## src/rtl/msg_serializer_if.sv

```systemverilog
// Handshake bundle between a parallel message source, the serializer and a byte sink.
// The slave modport is the serializer's view; master is the surrounding environment.
interface msg_serializer_if;
  logic        msg_valid;
  logic        msg_ready;
  logic [7:0]  msg_type;
  logic [7:0]  stock_id;
  logic [31:0] order_id;
  logic [31:0] price;
  logic [31:0] quantity;
  logic [15:0] padding;
  logic        byte_valid;
  logic        byte_ready;
  logic [7:0]  byte_out;
  logic        busy;
  logic        done;

  modport slave (
    input  msg_valid, msg_type, stock_id, order_id, price, quantity, padding, byte_ready,
    output msg_ready, byte_valid, byte_out, busy, done
  );

  modport master (
    output msg_valid, msg_type, stock_id, order_id, price, quantity, padding, byte_ready,
    input  msg_ready, byte_valid, byte_out, busy, done
  );
endinterface

```

## src/rtl/msg_serializer.sv

```systemverilog
// Serializes one parsed market-data message into 16 bytes, MSB first per field.
// Define MSG_CHECKSUM_EN to send a 16-bit sum of bytes 0-13 in place of the padding field.
module msg_serializer #(
  parameter int unsigned IDLE_GAP = 0
) (
  input  logic             clk,
  input  logic             reset,
  msg_serializer_if.slave  bus
);
  typedef enum logic [1:0] {
    S_IDLE = 2'd0,
    S_SEND = 2'd1,
    S_GAP  = 2'd2
  } state_e;

  localparam logic [3:0] GAP_LOAD = 4'(IDLE_GAP);
  localparam bit         HAS_GAP  = (IDLE_GAP != 0);

  state_e       state_q;
  logic [127:0] shreg_q;
  logic [127:0] shreg_d;
  logic [3:0]   byte_cnt_q;
  logic [3:0]   gap_cnt_q;
  logic         msg_ready_q;
  logic         byte_valid_q;
  logic         busy_q;
  logic         done_q;
  logic         accept;

  assign accept = (state_q == S_IDLE) && bus.msg_valid && msg_ready_q;

`ifdef MSG_CHECKSUM_EN
  logic        byte_hs;
  logic [15:0] csum_q;
  logic [15:0] csum_d;

  assign byte_hs = byte_valid_q && bus.byte_ready;
  assign csum_d  = csum_q + {8'd0, shreg_q[127:120]};

  // The sum is complete as byte 13 leaves, so it is spliced into the top of the
  // register on that same shift and goes out as bytes 14-15.
  always_comb begin
    shreg_d = {shreg_q[119:0], 8'h00};
    if (byte_cnt_q == 4'd13) begin
      shreg_d[127:112] = csum_d;
    end
  end

  always_ff @(posedge clk or posedge reset) begin
    if (reset) begin
      csum_q <= '0;
    end else if (accept) begin
      csum_q <= '0;
    end else if (byte_hs && (byte_cnt_q < 4'd14)) begin
      csum_q <= csum_d;
    end
  end
`else
  assign shreg_d = {shreg_q[119:0], 8'h00};
`endif

  always_ff @(posedge clk or posedge reset) begin
    if (reset) begin
      state_q      <= S_IDLE;
      shreg_q      <= '0;
      byte_cnt_q   <= '0;
      gap_cnt_q    <= '0;
      msg_ready_q  <= 1'b1;
      byte_valid_q <= 1'b0;
      busy_q       <= 1'b0;
      done_q       <= 1'b0;
    end else begin
      done_q <= 1'b0;
      case (state_q)
        S_IDLE: begin
          if (accept) begin
            shreg_q      <= {bus.msg_type, bus.stock_id, bus.order_id,
                             bus.price, bus.quantity, bus.padding};
            byte_cnt_q   <= '0;
            state_q      <= S_SEND;
            msg_ready_q  <= 1'b0;
            byte_valid_q <= 1'b1;
            busy_q       <= 1'b1;
          end
        end

        S_SEND: begin
          // Without byte_ready everything holds, so a stalled byte is neither lost nor repeated.
          if (bus.byte_ready) begin
            shreg_q    <= shreg_d;
            byte_cnt_q <= byte_cnt_q + 4'd1;
            if (byte_cnt_q == 4'd15) begin
              done_q       <= 1'b1;
              byte_valid_q <= 1'b0;
              if (HAS_GAP) begin
                gap_cnt_q <= GAP_LOAD;
                state_q   <= S_GAP;
              end else begin
                state_q     <= S_IDLE;
                msg_ready_q <= 1'b1;
                busy_q      <= 1'b0;
              end
            end
          end
        end

        S_GAP: begin
          gap_cnt_q <= gap_cnt_q - 4'd1;
          if (gap_cnt_q <= 4'd1) begin
            gap_cnt_q   <= '0;
            state_q     <= S_IDLE;
            msg_ready_q <= 1'b1;
            busy_q      <= 1'b0;
          end
        end

        default: begin
          state_q      <= S_IDLE;
          msg_ready_q  <= 1'b1;
          byte_valid_q <= 1'b0;
          busy_q       <= 1'b0;
        end
      endcase
    end
  end

  assign bus.msg_ready  = msg_ready_q;
  assign bus.byte_valid = byte_valid_q;
  assign bus.byte_out   = shreg_q[127:120];
  assign bus.busy       = busy_q;
  assign bus.done       = done_q;

endmodule

```

## src/flat_wrapper.sv

```systemverilog
// flat-port wrapper written by rule: the top's interface ports become plain ports
module msg_serializer_flat 
#(
  parameter int unsigned IDLE_GAP = 0
)
  (clk, reset, bus_msg_valid, bus_msg_type, bus_stock_id, bus_order_id, bus_price, bus_quantity, bus_padding, bus_byte_ready, bus_msg_ready, bus_byte_valid, bus_byte_out, bus_busy, bus_done);
  msg_serializer_if bus_i ();
  input  logic clk;
  input  logic reset;
  input wire logic [$bits(bus_i.msg_valid)-1:0] bus_msg_valid;
  input wire logic [$bits(bus_i.msg_type)-1:0] bus_msg_type;
  input wire logic [$bits(bus_i.stock_id)-1:0] bus_stock_id;
  input wire logic [$bits(bus_i.order_id)-1:0] bus_order_id;
  input wire logic [$bits(bus_i.price)-1:0] bus_price;
  input wire logic [$bits(bus_i.quantity)-1:0] bus_quantity;
  input wire logic [$bits(bus_i.padding)-1:0] bus_padding;
  input wire logic [$bits(bus_i.byte_ready)-1:0] bus_byte_ready;
  output wire logic [$bits(bus_i.msg_ready)-1:0] bus_msg_ready;
  output wire logic [$bits(bus_i.byte_valid)-1:0] bus_byte_valid;
  output wire logic [$bits(bus_i.byte_out)-1:0] bus_byte_out;
  output wire logic [$bits(bus_i.busy)-1:0] bus_busy;
  output wire logic [$bits(bus_i.done)-1:0] bus_done;
  assign bus_i.msg_valid = bus_msg_valid;
  assign bus_i.msg_type = bus_msg_type;
  assign bus_i.stock_id = bus_stock_id;
  assign bus_i.order_id = bus_order_id;
  assign bus_i.price = bus_price;
  assign bus_i.quantity = bus_quantity;
  assign bus_i.padding = bus_padding;
  assign bus_i.byte_ready = bus_byte_ready;
  assign bus_msg_ready = bus_i.msg_ready;
  assign bus_byte_valid = bus_i.byte_valid;
  assign bus_byte_out = bus_i.byte_out;
  assign bus_busy = bus_i.busy;
  assign bus_done = bus_i.done;
  msg_serializer #(.IDLE_GAP(IDLE_GAP)) u_core (.clk(clk), .reset(reset), .bus(bus_i));
endmodule
```

## config.mk

```make
export PLATFORM = sky130hd
export DESIGN_NAME = msg_serializer_flat
export DESIGN_NICKNAME = d
export VERILOG_FILES = /design/src/rtl/msg_serializer_if.sv /design/src/rtl/msg_serializer.sv /design/src/flat_wrapper.sv
export SDC_FILE = /design/constraint.sdc
export NUM_CORES = 1
export LEC_CHECK = 0
export CAP_MARGIN = 30
export CORE_ASPECT_RATIO = 1.5
export CORE_UTILIZATION = 35
export CTS_BUF_LIST = sky130_fd_sc_hd__clkbuf_8
export DETAILED_ROUTE_END_ITERATION = 6
export GPL_TIMING_DRIVEN = 0
export SKIP_CTS_REPAIR_TIMING = 1
export SYNTH_ARGS = -nofsm -noshare
export SYNTH_HDL_FRONTEND = slang
export SYNTH_SLANG_ARGS = --single-unit
```

## constraint.sdc

```tcl
create_clock -name clk -period 5.6 [get_ports clk]
set_input_delay 0.56 -clock clk [delete_from_list [all_inputs] [get_ports clk]]
set_output_delay 0.56 -clock clk [all_outputs]
set_load 0.05 [all_outputs]
```

==> impl_metrics.env, run 1 <==
export IMPL_outcome="finished, final reports clean"
export IMPL_worstMarginPinSlew_ns=0.636
export IMPL_vias_per_cell=4.99
export IMPL_ys_ff_latch=135
export IMPL_min_period_ns=2.38
export IMPL_p_leak_nw=4.26
export IMPL_ant_nets=0
export IMPL_critPathLaunchType="register"
export IMPL_cp_num_buf_inv=1
export IMPL_cpLargestDelayFamily="buffers and inverters"
export IMPL_die_area_um2=19300
export IMPL_drt_iter0_drc=142
export IMPL_track_usage_pct=18.8
export IMPL_final_nets=902
export IMPL_clkLatencyLatePin_ns=0.44
export IMPL_worstPathMaxFanout=4
export IMPL_ios=144
export IMPL_portBuffers=143
export IMPL_grt_pass1_wl_um=27900
export IMPL_synth_nets=739
export IMPL_fmax_ghz=0.421
export IMPL_vias=5151
export IMPL_relSlewSlack_pct=57.6
export IMPL_finClkSkew_ns=0.0134
export IMPL_die_height_um=170
export IMPL_start_util_pct=35.6
export IMPL_coreArea_um2=18500
export IMPL_rows=61
export IMPL_mostFrequentLayoutCell="clkdlybuf4s50_1"
export IMPL_endpoint_kind="output pin"
export IMPL_slowest_stage="clkdlybuf4s50_1"
export IMPL_rsz0062_at_grt="no"
export IMPL_grt_overflow=0
export IMPL_worst_hold_slack_ns=0.481
export IMPL_first_pass_iters=4
export IMPL_required_ns=5.04
export IMPL_antennaDiodeCount=0
export IMPL_post_route_drc_count=0
export IMPL_cts_buffers=17
export IMPL_drv_slew=0
export IMPL_synth_warnings=0
export IMPL_setup_viol=0
export IMPL_cts_root_buffer="clkbuf_8"
export IMPL_area_growth_pct=34.5
export IMPL_post_route_period_util_pct=42.4
export IMPL_synth_avg_cell_area_um2=10.8
export IMPL_wirelength_um=17400
export IMPL_final_seq_area_um2=3380
export IMPL_final_cell_mix="clkdlybuf4s50_1, dfrtp_1, nand3_1, mux2i_1, o21ai_1"
export IMPL_antenna_found_initial=0
export IMPL_crit_type="register to output pin"
export IMPL_dpl_cell_area_um2=8350
export IMPL_gp_congestion=0.856
export IMPL_grt_pass1_vias=5594
export IMPL_synth_seq_area_share_pct=51.4
export IMPL_worstPathArrival_ns=1.82
export IMPL_maxCapViolCount=0
export IMPL_syn_inst=606
export IMPL_cts_max_level=4
export IMPL_min_path_type="register to register"
export IMPL_die_w_um=114
export IMPL_crit_chain="clkdlybuf4s50_1"
export IMPL_cts_tree="built"
export IMPL_clockBufferDepth=2
export IMPL_hold_viol=0
export IMPL_clkTransAtPathRegs_ns=0.07
export IMPL_stdcell_area_um2=8840
export IMPL_ir_drop_mv=0.261
export IMPL_wl_per_cell_um=16.8
export IMPL_powerDensity_nw_per_um2=512
export IMPL_ys_types=25
export IMPL_multi_input_area_um2=2780
export IMPL_drive_gt1_share_pct=14.9
export IMPL_grt_max_degree=71
export IMPL_clock_sinks=135
export IMPL_p_total_mw=4.53
export IMPL_fill_cells=1749
export IMPL_slowest_delay_ns=0.83
export IMPL_dp_hpwl_um=13100
export IMPL_synth_area_um2=6570
[through the flow]
step | setup TNS, ns | utilization (%) | std cells | setup WS (ns)
6_report | 0 | 47.9 | 1033 | 3.22
5_1_grt | 0 | 47.9 | 1033 | 3.18
4_1_cts | 0 | 47.9 | 1033 | 3.19
3_5_place_dp | 0 | 45.2 | 1002 | 3.33
3_3_place_gp | -48.17 | 45.0 | 1001 | -0.365
2_1_floorplan | 0 | - | 606 | 1.43
[synth_stat cells]
library cell	count	area [um^2]
xor2_1	1	8.76
clkbuf_2	2	10.0
o21ai_0	22	110
o21ai_2	39	342
clkbuf_1	23	86.3
buf_4	12	90.1
o21a_1	1	7.51
and4_1	1	8.76
mux2i_1	121	1210
nand3b_2	1	11.3
nor2_1	1	3.75
ha_1	1	12.5
nor2_4	1	11.3
buf_2	17	85.1
inv_1	2	7.51
nand4_1	1	6.26
and2_1	1	6.26
o21ai_1	61	305
buf_6	9	101
dfrtp_1	134	3350
dfstp_2	1	26.3
nand3_1	131	656
and3b_1	1	8.76
nand2_1	20	75.1
buf_8	2	30.0
[flip-flops by register name, indices dropped and copies added (netlist names)]
| signal | cells |
|---|---|
| u_core.shreg_q | 128 |
| u_core.byte_cnt_q | 4 |
| u_core.bus.done | 1 |
| u_core.bus.msg_ready | 1 |
| u_core.state_q | 1 |
[cell type report]
class / instances / area share (%)
buffer: 65 / 4.56
inverter: 2 / 0.142
timing repair buffer: 144 / 16.5
sequential: 135 / 38.2
clock buffer: 19 / 2.96
clock inverter: 12 / 2.55
tap: 252 / 3.57
multi-input combinational: 404 / 31.5
[worst paths after layout]
check,endpoint,slack [ns],cells after the start,from
worst max-delay path,bus_msg_ready,3.22,1,u_core.bus.msg_ready
worst max register to register,u_core.shreg_q[90],3.79,6,u_core.state_q[0]
worst min register to register,u_core.byte_cnt_q[3],0.48,1,u_core.byte_cnt_q[3]
max in group asynchronous,u_core.shreg_q[80],4.26,3,reset
worst min-delay path,u_core.byte_cnt_q[3],0.48,1,u_core.byte_cnt_q[3]
min in group asynchronous,u_core.shreg_q[11],0.59,2,reset
[report_power, final]
part | total [mW] | internal, mW | switching (mW)
clock network | 0.978 | 0.597 | 0.381
logic | 1.92 | 0.858 | 1.07
registers | 1.63 | 1.38 | 0.243
total | 4.53 | 2.84 | 1.69
[cell families after synthesis]
family | synth area share [%]
XOR/XNOR | 0.133
buffers and inverters | 6.24
AO/OA/AOI/OAI | 11.6
multiplexers | 18.4
flip-flops | 51.4
AND/OR/NAND/NOR | 12.0
adder cells (fa/ha/maj) | 0.190
[per-layer routing]
| layer | vias up | global-route usage, % | part of all wire (%) | routed length (um) |
|---|---|---|---|---|
| li1 | 2499 | - | - | - |
| met1 | 2522 | 21.0 | 40 | 6900 |
| met2 | 123 | 34.8 | 53 | 9290 |
| met3 | 7 | 5.06 | 6.1 | 1060 |
| met4 | 0 | 4.91 | 0.72 | 125 |
| met5 | - | 0 | 0 | 0 |
Note: power is estimated with default switching activity, not from simulation.
==> run 2, diff against run 1 <==
==> constraint.sdc (replaced) <==
create_clock -name clk -period 2.5 [get_ports clk]
set_input_delay 0.25 -clock clk [delete_from_list [all_inputs] [get_ports clk]]
set_output_delay 0.25 -clock clk [all_outputs]
set_load 0.05 [all_outputs]
==> impl_metrics.env, run 2 (synthesis results as in run 1) <==
export IMPL_outcome="finished, final reports clean"
export IMPL_clock_sinks=135
export IMPL_ir_drop_mv=0.517
export IMPL_worstMarginPinSlew_ns=0.761
export IMPL_area_growth_pct=33.3
export IMPL_die_height_um=170
export IMPL_drv_slew=0
export IMPL_vias=5201
export IMPL_track_usage_pct=19.4
export IMPL_gp_congestion=0.846
export IMPL_relSlewSlack_pct=49.2
export IMPL_grt_pass1_vias=5508
export IMPL_crit_type="register to output pin"
export IMPL_setup_ws_ns=0.415
export IMPL_stdcell_area_um2=8760
export IMPL_cp_num_buf_inv=1
export IMPL_critPathLaunchType="register"
export IMPL_largestRegisters="u_core.shreg_q (128), u_core.byte_cnt_q (4)"
export IMPL_post_route_drc_count=0
export IMPL_grt_overflow=0
export IMPL_grt_pass1_wl_um=28400
export IMPL_cts_root_buffer="clkbuf_8"
export IMPL_top_register="u_core.shreg_q"
export IMPL_rr_worst_depth=6
export IMPL_min_path_type="input port to async pin"
export IMPL_fill_cells=1781
export IMPL_crit_chain="clkdlybuf4s50_1"
export IMPL_drive_gt1_share_pct=15.1
export IMPL_post_route_period_util_pct=83.4
export IMPL_hold_viol=0
export IMPL_coreArea_um2=18500
export IMPL_rows=61
export IMPL_dpl_cell_area_um2=8380
export IMPL_largest_reg_flops=128
export IMPL_clkTransAtPathRegs_ns=0.09
export IMPL_dp_hpwl_um=13500
export IMPL_final_nets=904
export IMPL_drt_iter0_drc=194
export IMPL_ios=144
export IMPL_clockBufferDepth=2
export IMPL_cpLargestDelayFamily="buffers and inverters"
export IMPL_clkLatencyLatePin_ns=0.46
export IMPL_final_cell_mix="clkdlybuf4s50_1, dfrtp_1, nand3_1, mux2i_1, o21ai_1"
export IMPL_first_pass_iters=4
export IMPL_setup_viol=0
export IMPL_worstPathArrival_ns=1.83
export IMPL_wirelength_um=17800
export IMPL_die_w_um=114
export IMPL_cts_max_level=4
export IMPL_endpoint_kind="output pin"
export IMPL_antenna_found_initial=0
export IMPL_min_period_ns=2.08
export IMPL_slowest_delay_ns=0.81
export IMPL_antennaDiodeCount=0
export IMPL_worstPathMaxFanout=4
export IMPL_r2r_start="u_core.state_q[0]"
export IMPL_r2r_setup_slack_ns=0.71
export IMPL_p_total_mw=9.72
export IMPL_start_util_pct=35.6
export IMPL_grt_max_degree=38
export IMPL_required_ns=2.25
export IMPL_fmax_ghz=0.480
export IMPL_maxCapViolCount=0
export IMPL_final_util_pct=47.4
export IMPL_reg2reg_to="u_core.shreg_q[78]"
export IMPL_mostFrequentLayoutCell="clkdlybuf4s50_1"
export IMPL_cts_tree="built"
export IMPL_portBuffers=143
export IMPL_slowest_stage="clkdlybuf4s50_1"
export IMPL_die_area_um2=19300
export IMPL_cts_buffers=17
export IMPL_powerDensity_nw_per_um2=1110
export IMPL_p_leak_nw=4.21
export IMPL_vias_per_cell=5.02
export IMPL_finClkSkew_ns=0.00991
export IMPL_pre_cts_ws_ns=0.521
export IMPL_wl_per_cell_um=17.1
export IMPL_ant_nets=0
export IMPL_rsz0062_at_grt="no"
## run 2: worst max path at each step
stage                    startpoint                 end  slack (ns)  depth (start not counted)
3_3_place_gp                  reset  u_core.shreg_q[67]       -0.61                          2
6_report       u_core.bus.msg_ready       bus_msg_ready        0.42                          1
2_1_floorplan                 reset     u_core.bus.done        0.57                          1
5_1_grt        u_core.bus.msg_ready       bus_msg_ready        0.37                          1
4_1_cts        u_core.bus.msg_ready       bus_msg_ready        0.39                          1
3_5_place_dp                  reset  u_core.shreg_q[75]        0.52                          5
## run 2: area by class of cell
| class | count | area [um^2] | area share [%] |
|---|---|---|---|
| Sequential cell | 135 | 3380 | 38.6 |
| Multi-Input combinational cell | 404 | 2780 | 31.8 |
| Timing Repair Buffer | 146 | 1490 | 17.0 |
| Buffer | 65 | 403 | 4.60 |
| Tap cell | 252 | 315 | 3.60 |
| Clock buffer | 18 | 248 | 2.83 |
| Clock inverter | 14 | 128 | 1.46 |
| Inverter | 2 | 11.3 | 0.129 |
## run 2: worst reg2reg max path, stage by stage, from the launching register on
cell and delay [ns]:
dfrtp_1 0.42, buf_4 0.18, nand2_1 0.16, buf_2 0.31, clkbuf_1 0.41, nand3_1 0.16
o21ai_2 0.08
## run 2: metrics by stage
| stage | setup TNS [ns] | hold slack (ns) | std cells |
|---|---|---|---|
| 6_report | 0 | 0.269 | 1036 |
| 5_1_grt | 0 | 0.311 | 1036 |
| 4_1_cts | 0 | 0.280 | 1036 |
| 3_5_place_dp | 0 | 0.465 | 1004 |
| 3_3_place_gp | -78.98 | 0.465 | 1001 |
| 2_1_floorplan | 0 | 0.355 | 606 |
## run 2: power by group
group          leakage [nW]  internal, mW  switching [mW]
Combinational          2.29          1.93            2.39
Sequential             1.74          3.10           0.549
Clock                 0.181         0.818           0.933
Total                  4.21          5.84            3.88
## run 2: per-layer routing
layer | up-vias | track usage, % | wire [um]
met5 | - | 0 | 0
met4 | 0 | 6.72 | 379
met3 | 30 | 5.70 | 1000
met2 | 153 | 34.4 | 9310
met1 | 2506 | 22.2 | 7070
li1 | 2512 | - | -
==> run 3, diff against run 2 <==
==> constraint.sdc (replaced) <==
create_clock -name clk -period 2 [get_ports clk]
set_input_delay 0.2 -clock clk [delete_from_list [all_inputs] [get_ports clk]]
set_output_delay 0.2 -clock clk [all_outputs]
set_load 0.05 [all_outputs]
==> impl_metrics.env, run 3 (synthesis results as in run 1) <==
export IMPL_grt_overflow=0
export IMPL_instances_no_fill=1036
export IMPL_grt_pass1_vias=5508
export IMPL_mostFrequentLayoutCell="clkdlybuf4s50_1"
export IMPL_clockBufferDepth=2
export IMPL_relSlewSlack_pct=49.2
export IMPL_top_register="u_core.shreg_q"
export IMPL_gp_congestion=0.846
export IMPL_finClkSkew_ns=0.0104
export IMPL_ant_nets=0
export IMPL_drt_iter0_drc=159
export IMPL_post_route_drc_count=0
export IMPL_slowest_delay_ns=0.78
export IMPL_worstPathArrival_ns=1.71
export IMPL_worstMarginPinSlew_ns=0.761
export IMPL_top_usage_layer="met2"
export IMPL_setup_ws_ns=0.0912
export IMPL_cts_root_buffer="clkbuf_8"
export IMPL_coreArea_um2=18500
export IMPL_post_route_period_util_pct=95.4
export IMPL_critPathLaunchType="register"
export IMPL_dp_hpwl_um=13500
export IMPL_final_nets=904
export IMPL_portBuffers=143
export IMPL_powerDensity_nw_per_um2=1380
export IMPL_antennaDiodeCount=0
export IMPL_vias_per_cell=5.02
export IMPL_largestRegisters="u_core.shreg_q (128), u_core.byte_cnt_q (4)"
export IMPL_slowest_stage="clkdlybuf4s50_1"
export IMPL_grt_use_met1_pct=22.2
export IMPL_grtUsageMet2_pct=34.4
export IMPL_start_util_pct=35.6
export IMPL_cts_max_level=4
export IMPL_endpoint_kind="output pin"
export IMPL_setup_viol=0
export IMPL_cp_num_buf_inv=2
export IMPL_r2r_setup_slack_ns=0.23
export IMPL_cp_depth=2
export IMPL_fmax_ghz=0.524
export IMPL_die_area_um2=19300
export IMPL_min_path_type="input port to async pin"
export IMPL_first_pass_iters=4
export IMPL_worstPathMaxFanout=2
export IMPL_worst_hold_slack_ns=0.221
export IMPL_cpLargestDelayFamily="buffers and inverters"
export IMPL_ir_drop_mv=0.646
export IMPL_wirelength_um=17700
export IMPL_grt_max_degree=38
export IMPL_pre_cts_ws_ns=0.0713
export IMPL_die_w_um=114
export IMPL_die_height_um=170
export IMPL_required_ns=1.80
export IMPL_hold_viol=0
export IMPL_rsz0062_at_grt="no"
export IMPL_rr_worst_depth=6
export IMPL_final_cell_mix="clkdlybuf4s50_1, dfrtp_1, nand3_1, mux2i_1, o21ai_1"
export IMPL_crit_type="register to output pin"
export IMPL_p_leak_nw=4.26
export IMPL_grt_pass1_wl_um=28400
export IMPL_tns_ns=0
export IMPL_wl_per_cell_um=17.1
export IMPL_track_usage_pct=19.4
export IMPL_drive_gt1_share_pct=15.1
export IMPL_clkLatencyLatePin_ns=0.45
export IMPL_fill_cells=1783
export IMPL_maxCapViolCount=0
export IMPL_cts_tree="built"
export IMPL_clock_sinks=135
export IMPL_reg2reg_to="u_core.shreg_q[78]"
export IMPL_area_growth_pct=33.4
export IMPL_antenna_found_initial=0
export IMPL_vias=5200
export IMPL_largest_reg_flops=128
export IMPL_use_met3_pct=5.70
export IMPL_cts_buffers=17
export IMPL_r2r_start="u_core.state_q[0]"
export IMPL_min_period_ns=1.91
export IMPL_crit_chain="buf_4 > clkdlybuf4s50_1"
export IMPL_drv_slew=0
export IMPL_outcome="finished, final reports clean"
export IMPL_rows=61
export IMPL_clkTransAtPathRegs_ns=0.09
export IMPL_crit_start="u_core.shreg_q[126]"
export IMPL_dp_cells=1004
export IMPL_ios=144
export IMPL_endpoint="bus_byte_out[6]"
-- run 3: cell types whose count changed in the layout (fill, tap and decap cells not counted) --
cell             change
dlymetal6s2s_1       +4
clkdlybuf4s50_1      -4
-- run 3: report_power, final --
part / internal (mW) / switching (mW) / total [mW] / leakage, nW
Sequential: 3.87 / 0.684 / 4.56 / 1.74
Combinational: 2.41 / 2.99 / 5.40 / 2.34
Clock: 1.02 / 1.16 / 2.19 / 0.181
-- run 3: worst register-to-register path, delay by kind of cell, from the launching register on --
family	cells	cell delay [ns]
buffers and inverters	3	0.89
DFF	1	0.42
and+or+nand+nor	2	0.32
AOI/OAI and AO/OA	1	0.08
-- run 3: per-layer routing --
layer / routed length [um] / vias to the layer above / part of all wire, %
met4: 368 / 0 / 2.1
met1: 7130 / 2518 / 40
met5: 0 / - / 0
met3: 926 / 30 / 5.2
met2: 9320 / 141 / 53
li1: - / 2511 / -
-- run 3: final cells by class --
class / instances / area [um^2] / area share, %
clock buffers: 18 / 248 / 2.82
inverters: 2 / 11.3 / 0.128
plain buffers: 65 / 403 / 4.59
clock inverters: 14 / 128 / 1.46
well taps: 252 / 315 / 3.60
flip-flops and latches: 135 / 3380 / 38.5
repair buffers: 146 / 1500 / 17.1
multi-input cells: 404 / 2780 / 31.7
-- run 3: worst min-delay path by stage --
stage	startpoint	to	slack, ns	cells after the start
2_1_floorplan	bus_padding[0]	u_core.shreg_q[0]	0.31	2
3_3_place_gp	u_core.byte_cnt_q[3]	u_core.byte_cnt_q[3]	0.46	1
3_5_place_dp	u_core.byte_cnt_q[3]	u_core.byte_cnt_q[3]	0.47	1
4_1_cts	reset	u_core.shreg_q[6]	0.23	2
5_1_grt	bus_padding[1]	u_core.shreg_q[1]	0.26	3
6_report	reset	u_core.shreg_q[114]	0.22	2
-- run 3: stage by stage --
stage          utilization, %  power (mW)  cell area, um^2
2_1_floorplan               -        8.50             6580
3_3_place_gp             45.1        9.88             8320
3_5_place_dp             45.4        10.1             8380
4_1_cts                  47.4        12.3             8760
5_1_grt                  47.5        13.0             8770
6_report                 47.5        12.1             8770
